**src/rtl/mfp_srec_write_combiner_ahb_bridge.sv**
```systemverilog
// ============================================================================
//  mfp_srec_write_combiner_ahb_bridge
//  Merges SREC parser bytes into aligned words and writes them over AHB-Lite.
//  Revision: 1.0
// ============================================================================
`default_nettype none

module mfp_srec_write_combiner_ahb_bridge #(
    parameter int unsigned FIFO_DEPTH  = 4,
    parameter int unsigned IDLE_CYCLES = 256,
    parameter logic [3:0]  HPROT_VALUE = 4'b0011
) (
    input  logic        clock,
    input  logic        reset,
    input  logic        big_endian,
    input  logic [31:0] write_address,
    input  logic [7:0]  write_byte,
    input  logic        write_enable,
    input  logic        flush,
    output logic        busy,
    output logic        overflow,
    output logic        bus_error,
    output logic [31:0] HADDR,
    output logic [2:0]  HBURST,
    output logic        HMASTLOCK,
    output logic [3:0]  HPROT,
    output logic [2:0]  HSIZE,
    output logic [1:0]  HTRANS,
    output logic [31:0] HWDATA,
    output logic        HWRITE,
    input  logic        HREADY,
    input  logic        HRESP
);

    localparam int unsigned PTR_W = $clog2(FIFO_DEPTH);
    localparam int unsigned CNT_W = $clog2(IDLE_CYCLES + 1);
    localparam logic [CNT_W-1:0] IDLE_LAST = CNT_W'(IDLE_CYCLES - 1);

    typedef struct packed {
        logic [29:0] waddr;
        logic [31:0] data;
        logic [3:0]  mask;
    } entry_t;

    typedef enum logic [1:0] {S_IDLE = 2'd0, S_ADDR = 2'd1, S_DATA = 2'd2} state_t;

    // ---------------- combine buffer ----------------
    logic             buf_valid_q, buf_valid_d;
    entry_t           buf_q, buf_d, push_entry, merged;
    logic [CNT_W-1:0] idle_cnt_q, idle_cnt_d;
    logic             push;
    logic [1:0]       lane;
    logic [3:0]       lane_bit;
    logic [31:0]      byte_data;

    always_comb begin
        lane        = big_endian ? ~write_address[1:0] : write_address[1:0];
        lane_bit    = 4'b0001 << lane;
        byte_data   = {24'b0, write_byte} << {lane, 3'b000};
        buf_valid_d = buf_valid_q;
        buf_d       = buf_q;
        push        = 1'b0;
        push_entry  = buf_q;
        merged      = buf_q;
        merged.data = buf_q.data | byte_data;
        merged.mask = buf_q.mask | lane_bit;

        // Explicit flush or idle timeout drains the old word before any new byte lands.
        if (buf_valid_q && (flush || idle_cnt_q == IDLE_LAST)) begin
            push        = 1'b1;
            buf_valid_d = 1'b0;
        end

        if (write_enable) begin
            if (!buf_valid_d) begin
                buf_valid_d = 1'b1;
                buf_d       = '{waddr: write_address[31:2], data: byte_data, mask: lane_bit};
            end else if (buf_q.waddr == write_address[31:2] && (buf_q.mask & lane_bit) == 4'b0) begin
                if (merged.mask == 4'hF) begin
                    push        = 1'b1;
                    push_entry  = merged;
                    buf_valid_d = 1'b0;
                end else begin
                    buf_d = merged;
                end
            end else begin
                push        = 1'b1;
                buf_valid_d = 1'b1;
                buf_d       = '{waddr: write_address[31:2], data: byte_data, mask: lane_bit};
            end
        end

        idle_cnt_d = (write_enable || !buf_valid_q) ? '0 : idle_cnt_q + CNT_W'(1);
    end

    // ---------------- entry FIFO ----------------
    entry_t         fifo_mem [FIFO_DEPTH];
    logic [PTR_W:0] wr_ptr_q, rd_ptr_q;
    logic           fifo_empty, fifo_full, pop, accept;
    entry_t         head;
    state_t         state_q;

    assign fifo_empty = (wr_ptr_q == rd_ptr_q);
    assign fifo_full  = (wr_ptr_q[PTR_W] != rd_ptr_q[PTR_W]) &&
                        (wr_ptr_q[PTR_W-1:0] == rd_ptr_q[PTR_W-1:0]);
    assign head       = fifo_mem[rd_ptr_q[PTR_W-1:0]];
    assign pop        = (state_q == S_IDLE) && !fifo_empty;
    assign accept     = push && (!fifo_full || pop);

    always_ff @(posedge clock) begin
        if (accept) begin
            fifo_mem[wr_ptr_q[PTR_W-1:0]] <= push_entry;
        end
    end

    logic overflow_q, busy_q;

    always_ff @(posedge clock) begin
        if (reset) begin
            buf_valid_q <= 1'b0;
            buf_q       <= '0;
            idle_cnt_q  <= '0;
            wr_ptr_q    <= '0;
            rd_ptr_q    <= '0;
            overflow_q  <= 1'b0;
            busy_q      <= 1'b0;
        end else begin
            buf_valid_q <= buf_valid_d;
            buf_q       <= buf_d;
            idle_cnt_q  <= idle_cnt_d;
            if (accept) wr_ptr_q <= wr_ptr_q + 1'b1;
            if (pop)    rd_ptr_q <= rd_ptr_q + 1'b1;
            if (push && !accept) overflow_q <= 1'b1;
            busy_q      <= buf_valid_q || !fifo_empty || (state_q != S_IDLE);
        end
    end

    // ---------------- AHB master ----------------
    entry_t      work_q;
    logic [31:0] haddr_q, hwdata_q;
    logic [2:0]  hsize_q;
    logic [1:0]  htrans_q;
    logic        bus_error_q;
    logic [3:0]  rem_mask, src_mask;
    logic [29:0] src_waddr;
    logic [1:0]  low_lane;
    logic [31:0] a_haddr;
    logic [2:0]  a_hsize;

    function automatic logic [1:0] lowest_lane(input logic [3:0] m);
        if (m[0])      return 2'd0;
        else if (m[1]) return 2'd1;
        else if (m[2]) return 2'd2;
        else           return 2'd3;
    endfunction

    // Address-phase attributes for either a freshly popped entry or the remainder of the working one.
    always_comb begin
        rem_mask  = (work_q.mask == 4'hF) ? 4'h0
                  : work_q.mask & ~(4'b0001 << lowest_lane(work_q.mask));
        src_mask  = (state_q == S_IDLE) ? head.mask  : rem_mask;
        src_waddr = (state_q == S_IDLE) ? head.waddr : work_q.waddr;
        low_lane  = lowest_lane(src_mask);
        if (src_mask == 4'hF) begin
            a_haddr = {src_waddr, 2'b00};
            a_hsize = 3'b010;
        end else begin
            a_haddr = {src_waddr, big_endian ? ~low_lane : low_lane};
            a_hsize = 3'b000;
        end
    end

    always_ff @(posedge clock) begin
        if (reset) begin
            state_q     <= S_IDLE;
            work_q      <= '0;
            haddr_q     <= '0;
            hsize_q     <= '0;
            htrans_q    <= 2'b00;
            hwdata_q    <= '0;
            bus_error_q <= 1'b0;
        end else begin
            case (state_q)
                S_IDLE: begin
                    if (!fifo_empty) begin
                        work_q   <= head;
                        haddr_q  <= a_haddr;
                        hsize_q  <= a_hsize;
                        htrans_q <= 2'b10;
                        state_q  <= S_ADDR;
                    end
                end
                S_ADDR: begin
                    if (HREADY) begin
                        htrans_q <= 2'b00;
                        hwdata_q <= work_q.data;
                        state_q  <= S_DATA;
                    end
                end
                S_DATA: begin
                    if (HREADY) begin
                        if (HRESP) bus_error_q <= 1'b1;
                        work_q.mask <= rem_mask;
                        if (rem_mask != 4'h0) begin
                            haddr_q  <= a_haddr;
                            hsize_q  <= a_hsize;
                            htrans_q <= 2'b10;
                            state_q  <= S_ADDR;
                        end else begin
                            state_q  <= S_IDLE;
                        end
                    end
                end
                default: state_q <= S_IDLE;
            endcase
        end
    end

    assign busy      = busy_q;
    assign overflow  = overflow_q;
    assign bus_error = bus_error_q;
    assign HADDR     = haddr_q;
    assign HSIZE     = hsize_q;
    assign HTRANS    = htrans_q;
    assign HWDATA    = hwdata_q;
    assign HBURST    = 3'b000;
    assign HMASTLOCK = 1'b0;
    assign HPROT     = HPROT_VALUE;
    assign HWRITE    = 1'b1;

endmodule

`default_nettype wire

```
**config.mk**
```make
export PLATFORM = sky130hd
export DESIGN_NAME = mfp_srec_write_combiner_ahb_bridge
export DESIGN_NICKNAME = d
export VERILOG_FILES = /design/src/rtl/mfp_srec_write_combiner_ahb_bridge.sv
export SDC_FILE = /design/constraint.sdc
export NUM_CORES = 1
export LEC_CHECK = 0
export ABC_AREA = 1
export ABC_CLOCK_PERIOD_IN_PS = 17500
export CAP_MARGIN = 20
export CORE_AREA = 2 2 239 241
export DETAILED_ROUTE_END_ITERATION = 12
export DIE_AREA = 0 0 241 243
export SLEW_MARGIN = 20
export SYNTH_ARGS = -nofsm -noshare
export SYNTH_HDL_FRONTEND = slang
export SYNTH_SLANG_ARGS = --single-unit
```
**constraint.sdc**
```tcl
create_clock -name clock -period 17.5 [get_ports clock]
set_clock_uncertainty 0.1 [all_clocks]
set_input_delay 5.25 -clock clock [delete_from_list [all_inputs] [get_ports clock]]
set_output_delay 5.25 -clock clock [all_outputs]
set_load 0.01 [all_outputs]
```
# Word level (Yosys, flattened, before mapping)
# Memory sizes are Yosys's and may differ from the RTL's. A register that Yosys moved wholly into a read port is not among the register bits.
# Index checks and enable logic that the tools add are counted.
# op_classes
n_eq_ne	16
muxes	55
reduce_logical	31
addsub	3
n_shift	3
bitwise	8
# ops
op	count
$mux W36	5
$mux W66	2
$mux W32	3
$pmux W32 S2	1
$mux W2	17
$or A32 B32 Y32	1
$shl A8 B5 Y32	1
$eq A30 B30 Y1	1
$mux W30	1
$mux W4	4
$mux W1	15
$eq A4 B4 Y1 const B	3
$pmux W2 S3	2
$ne A2 B2 Y1 const B	5
$add A9 B1 Y9 const B	1
$eq A9 B8 Y1 const B	1
$mux W3	3
$reduce_and A3 Y1	3
$and A4 B4 Y4	2
$pmux W4 S2	1
$reduce_and A2 Y1	4
$shl A1 B2 Y4 const A	2
$add A3 B1 Y3 const B	2
$logic_and A1 B1 Y1	6
21 further kinds	30
# word_totals
register_bits	222
mem_bits_rw	264
n_memories	1
wordCells	135
input_bits	47
out_inout_bits	81
# mem_list
name	depth	width	rd	rd_clocked_by_memory_dff	wr	line_no	rtl
fifo_mem	4	66	1	1	1	97	entry_t fifo_mem [FIFO_DEPTH];

# Depth between registers and ports, before layout
# depth
word_depth	17
mapped_depth	14
depth_no_buf	14

# Least setup slack after synthesis
# No wires, ideal clock.
# synth_timing
kind	input to register
from	input port big_endian
to	memory fifo_mem[0][0] (netlist name), enable pin
path_buffers	1
slack_ns	7.832
t_arrival_ns	9.077
setup_ns	0.490
path_stages	10
cell_sequence	xnor2_1 -> nand2_1 -> buf_2 -> nand2_1 -> nand4_1 -> nand3_1 -> nand2_1 -> nand2_1 -> nand2_2 -> nor2_1
# synth_between
elab_chain_len	11
elab_cells_between_ends	14
classes_between	1 x eq/ne; 1 x shift; 7 x mux; 2 x bitwise; 3 x reduce/logical
# synth_rtl
item	line_no	rtl
start, declared	15	input logic big_endian,
$mux W2 (*)	57	lane = big_endian ? ~write_address[1:0] : write_address[1:0];
$shl A1 B2 Y4 (*)	58	lane_bit = 4'b0001 << lane;
$or A4 B4 Y4 or $and A4 B4 Y4 (tied branches)	66, 78	
$eq A4 B4 Y1 or $logic_not A4 Y1 (tied branches)	79, 78	
$mux W1 or $logic_and A1 B1 Y1 (tied branches)	79, 78	
$mux W1 (*)	78	end else if (buf_q.waddr == write_address[31:2] && (buf_q.mask & lane_bit) == 4'b0) begin
$mux W1 (*)	75	if (!buf_valid_d) begin
$mux W1 (*)	74	if (write_enable) begin
$logic_and A1 B1 Y1 (*)	108	assign accept = push && (!fifo_full || pop);
$mux W1 (*)	111	if (accept) begin
$mux W1 (implied by the code) (*)	112	fifo_mem[wr_ptr_q[PTR_W-1:0]] <= push_entry;
end, declared	97	
# Mark *: on every way between the ends. The rest lies on a longest branch, timed or not.

# Worst setup path in the final report
# layout_timing
from	input port big_endian
to	memory fifo_mem[3][17] (netlist name), enable pin
# The elaborated chain is that of the path after synthesis.

==> results.ini <==
[worst_setup_path]
cp.required_ns = 17.61
end_kind = flop
critical_path_class = primary input to flop
arrival_ns = 8.82
cp_max_fo = 36
start_kind = primary input

[placement]
post-place-ws_ns = 8.15
port_buffers = 115
gp_congestion = 0.788
hpwl_um = 27400

[grt]
antenna_found_initial = 2
grt_pass1_vias = 13206
grt_use_total_pct = 15.2
overflow = 0
grt_pass1_wl_um = 71000
grt_max_degree = 97

[synth]
synth_top_cell_area_share_pct = 40.7
syn_area_um2 = 19500
yosysMostFrequentCell = nor2_1
synth_cells = 2016
synth_ff_type = edfxtp_1
synth_warnings = 0
ys_ff_latch = 485
ys_top_cells_by_count = nor2_1 (407), nand2_1 (295), edfxtp_1 (264)
ys_async_sr_fraction_pct = 0
netlist-cell-type-count = 35
synth-seq-area-share_pct = 63.4
synth_area_per_cell_um2 = 9.66
synthTopCellsByArea = edfxtp_1 (41%), dfxtp_1 (23%), nor2_1 (7.8%)
synth_edf_count = 264
yosysTopAreaCell = edfxtp_1

[floorplan]
io_pins = 128
fp.dieW_um = 241
die_h_um = 243
die_area_um2 = 58600
core_area_um2 = 56000
rows = 87
initial_core_util_pct = 34.8

[power]
p_sw_share_pct = 34.0
p_int_mw = 2.28
clockPowerShare_pct = 28.8
p_switching_mw = 1.17
cellLeakagePower_nw = 8.39
vdd_drop_max_mv = 0.0911
p_comb_share_pct = 29.1
fin_total_pwr_mw = 3.45
seqPwrFrac_pct = 42.0
power.density_nw_per_um2 = 152

[sta]
fin_ws_ns = 8.79
finalHoldViolations = 0
setup_tns_ns = 0
setup_viol = 0
post-route-period-util_pct = 49.8
relSlewSlack_pct = 26.1
clock.fmax_mhz = 115
drv_slew = 0
grt_setup_unrepaired = false
period_minus_slack_ns = 8.71
max_slew.worst_pin.slew_ns = 1.11
holdWs_ns = 0.354

[layout]
n_antenna_cell = 0
syn2layout_area_growth_pct = 16.4
utilization_pct = 40.5
regArea_um2 = 12400
multi_input_area_um2 = 6060
num-nets-final = 2129
nFillCells = 5408
drive_gt1_share_pct = 6.11

[drt]
vias_per_cell = 4.81
postRouteAntennaNets = 0
drc = 0
finalWirelength_um = 44900
dr_total_vias = 13792
wl_per_cell_um = 15.7
dr.pass1.iters = 5
detail_route.iter0.violations = 856

[cts]
cts_buffers = 48
ctsResizeCount = 0
ctsRootBufferMaster = clkbuf_16
clock_sinks = 485
cts.htree.levels = 2
cts_tree = yes
cts.reportedPaths.clkPinSlew_ns = 0.06
clockBufferDepth = 3
ctsHoldBuffers = 0
cts_setup_buffers = 0
clk_latency_ns = 0.58

[hold_path]
hp-class = flop to flop

[run_status]
status = finished, final reports clean

[flow_run]
maxCapViolCount = 0

-- logic make-up after synthesis --
kind of cell    after synthesis  share of synthesized area, %
simple gates                772                          15.5
flops                       485                          63.4
compound gates              470                          14.2
buf+inv                     268                          5.84
xor+xnor                     12                         0.540
fa+ha+maj                     7                         0.450
other cells                   2                        0.0385
-- stage by stage --
step	area [µm²]	cells
final	22700	2869
after global routing	22700	2869
after CTS	22700	2868
after detailed placement	21100	2780
after global placement	21100	2780
after floorplan	19500	2026
-- state kept, by name (all words and copies together), names as in the netlist, named ones only --
signal,count
HADDR,32
HSIZE,1
HTRANS,1
HWDATA,32
buf_q,66
buf_valid_q,1
bus_error,1
busy,1
fifo_mem,264
idle_cnt_q,9
overflow,1
rd_ptr_q,3
state_q,2
work_q,66
wr_ptr_q,3
-- worst max-delay path: stages --
cell             delay, ns
clkdlybuf4s50_1       0.56
inv_2                 0.14
nand2_1               0.06
nand2_1               0.22
nand2_1               0.29
nand2_1               0.13
nand4_1               0.14
nand3_1               0.12
nand2_1               0.05
nand2_1               0.15
nand2_2               0.20
nor2_4                0.84
buf_4                 0.63
-- layout by cell type (no fill, tap or decap), types with 30 or more instances in the layout --
master	instances
nand2_1	295
clkbuf_16	49
o21ai_0	230
nor2_1	402
a32o_1	30
a21oi_1	104
edfxtp_1	264
a31oi_1	33
inv_1	124
clkdlybuf4s50_1	114
nand3_1	49
dfxtp_1	220
a211oi_1	33
-- power by group through the flow --
stage | Sequential [mW] | Clock [mW] | Combinational (mW)
after detailed placement | 1.48 | 0 | 1.01
after CTS | 1.45 | 1.02 | 1.02
after global routing | 1.47 | 1.06 | 1.14
final | 1.45 | 0.994 | 1.00
after global placement | 1.47 | 0 | 0.999
after floorplan | 1.46 | 0 | 0.702
-- metal layers --
layer  global-route usage (%)  share of wire (%)  vias to the layer above
met1                     19.3                 44                     6519
met3                     3.51                5.7                       66
li1                         -                  -                     6922
met5                        0              0.058                        -
met4                     4.65                2.2                        4
met2                     25.5                 48                      281
-- cell type report --
type	instances	share of cell area, %
Clock buffer	63	5.90
Clock inverter	25	0.778
Inverter	135	2.25
Multi-Input combinational cell	1273	26.7
Sequential cell	485	54.5
Tap cell	756	4.17
Timing Repair Buffer	132	5.70
-- worst paths after layout --
check	slack, ns	end	start	cells past startpoint
max	8.79	fifo_mem[3][17]	big_endian	13
min	0.35	idle_cnt_q[0]	idle_cnt_q[0]	1
max reg2reg	13.77	fifo_mem[3][17]	idle_cnt_q[0]	11
min reg2reg	0.35	idle_cnt_q[0]	idle_cnt_q[0]	1
No activity file was read; power rests on OpenSTA's default activity.
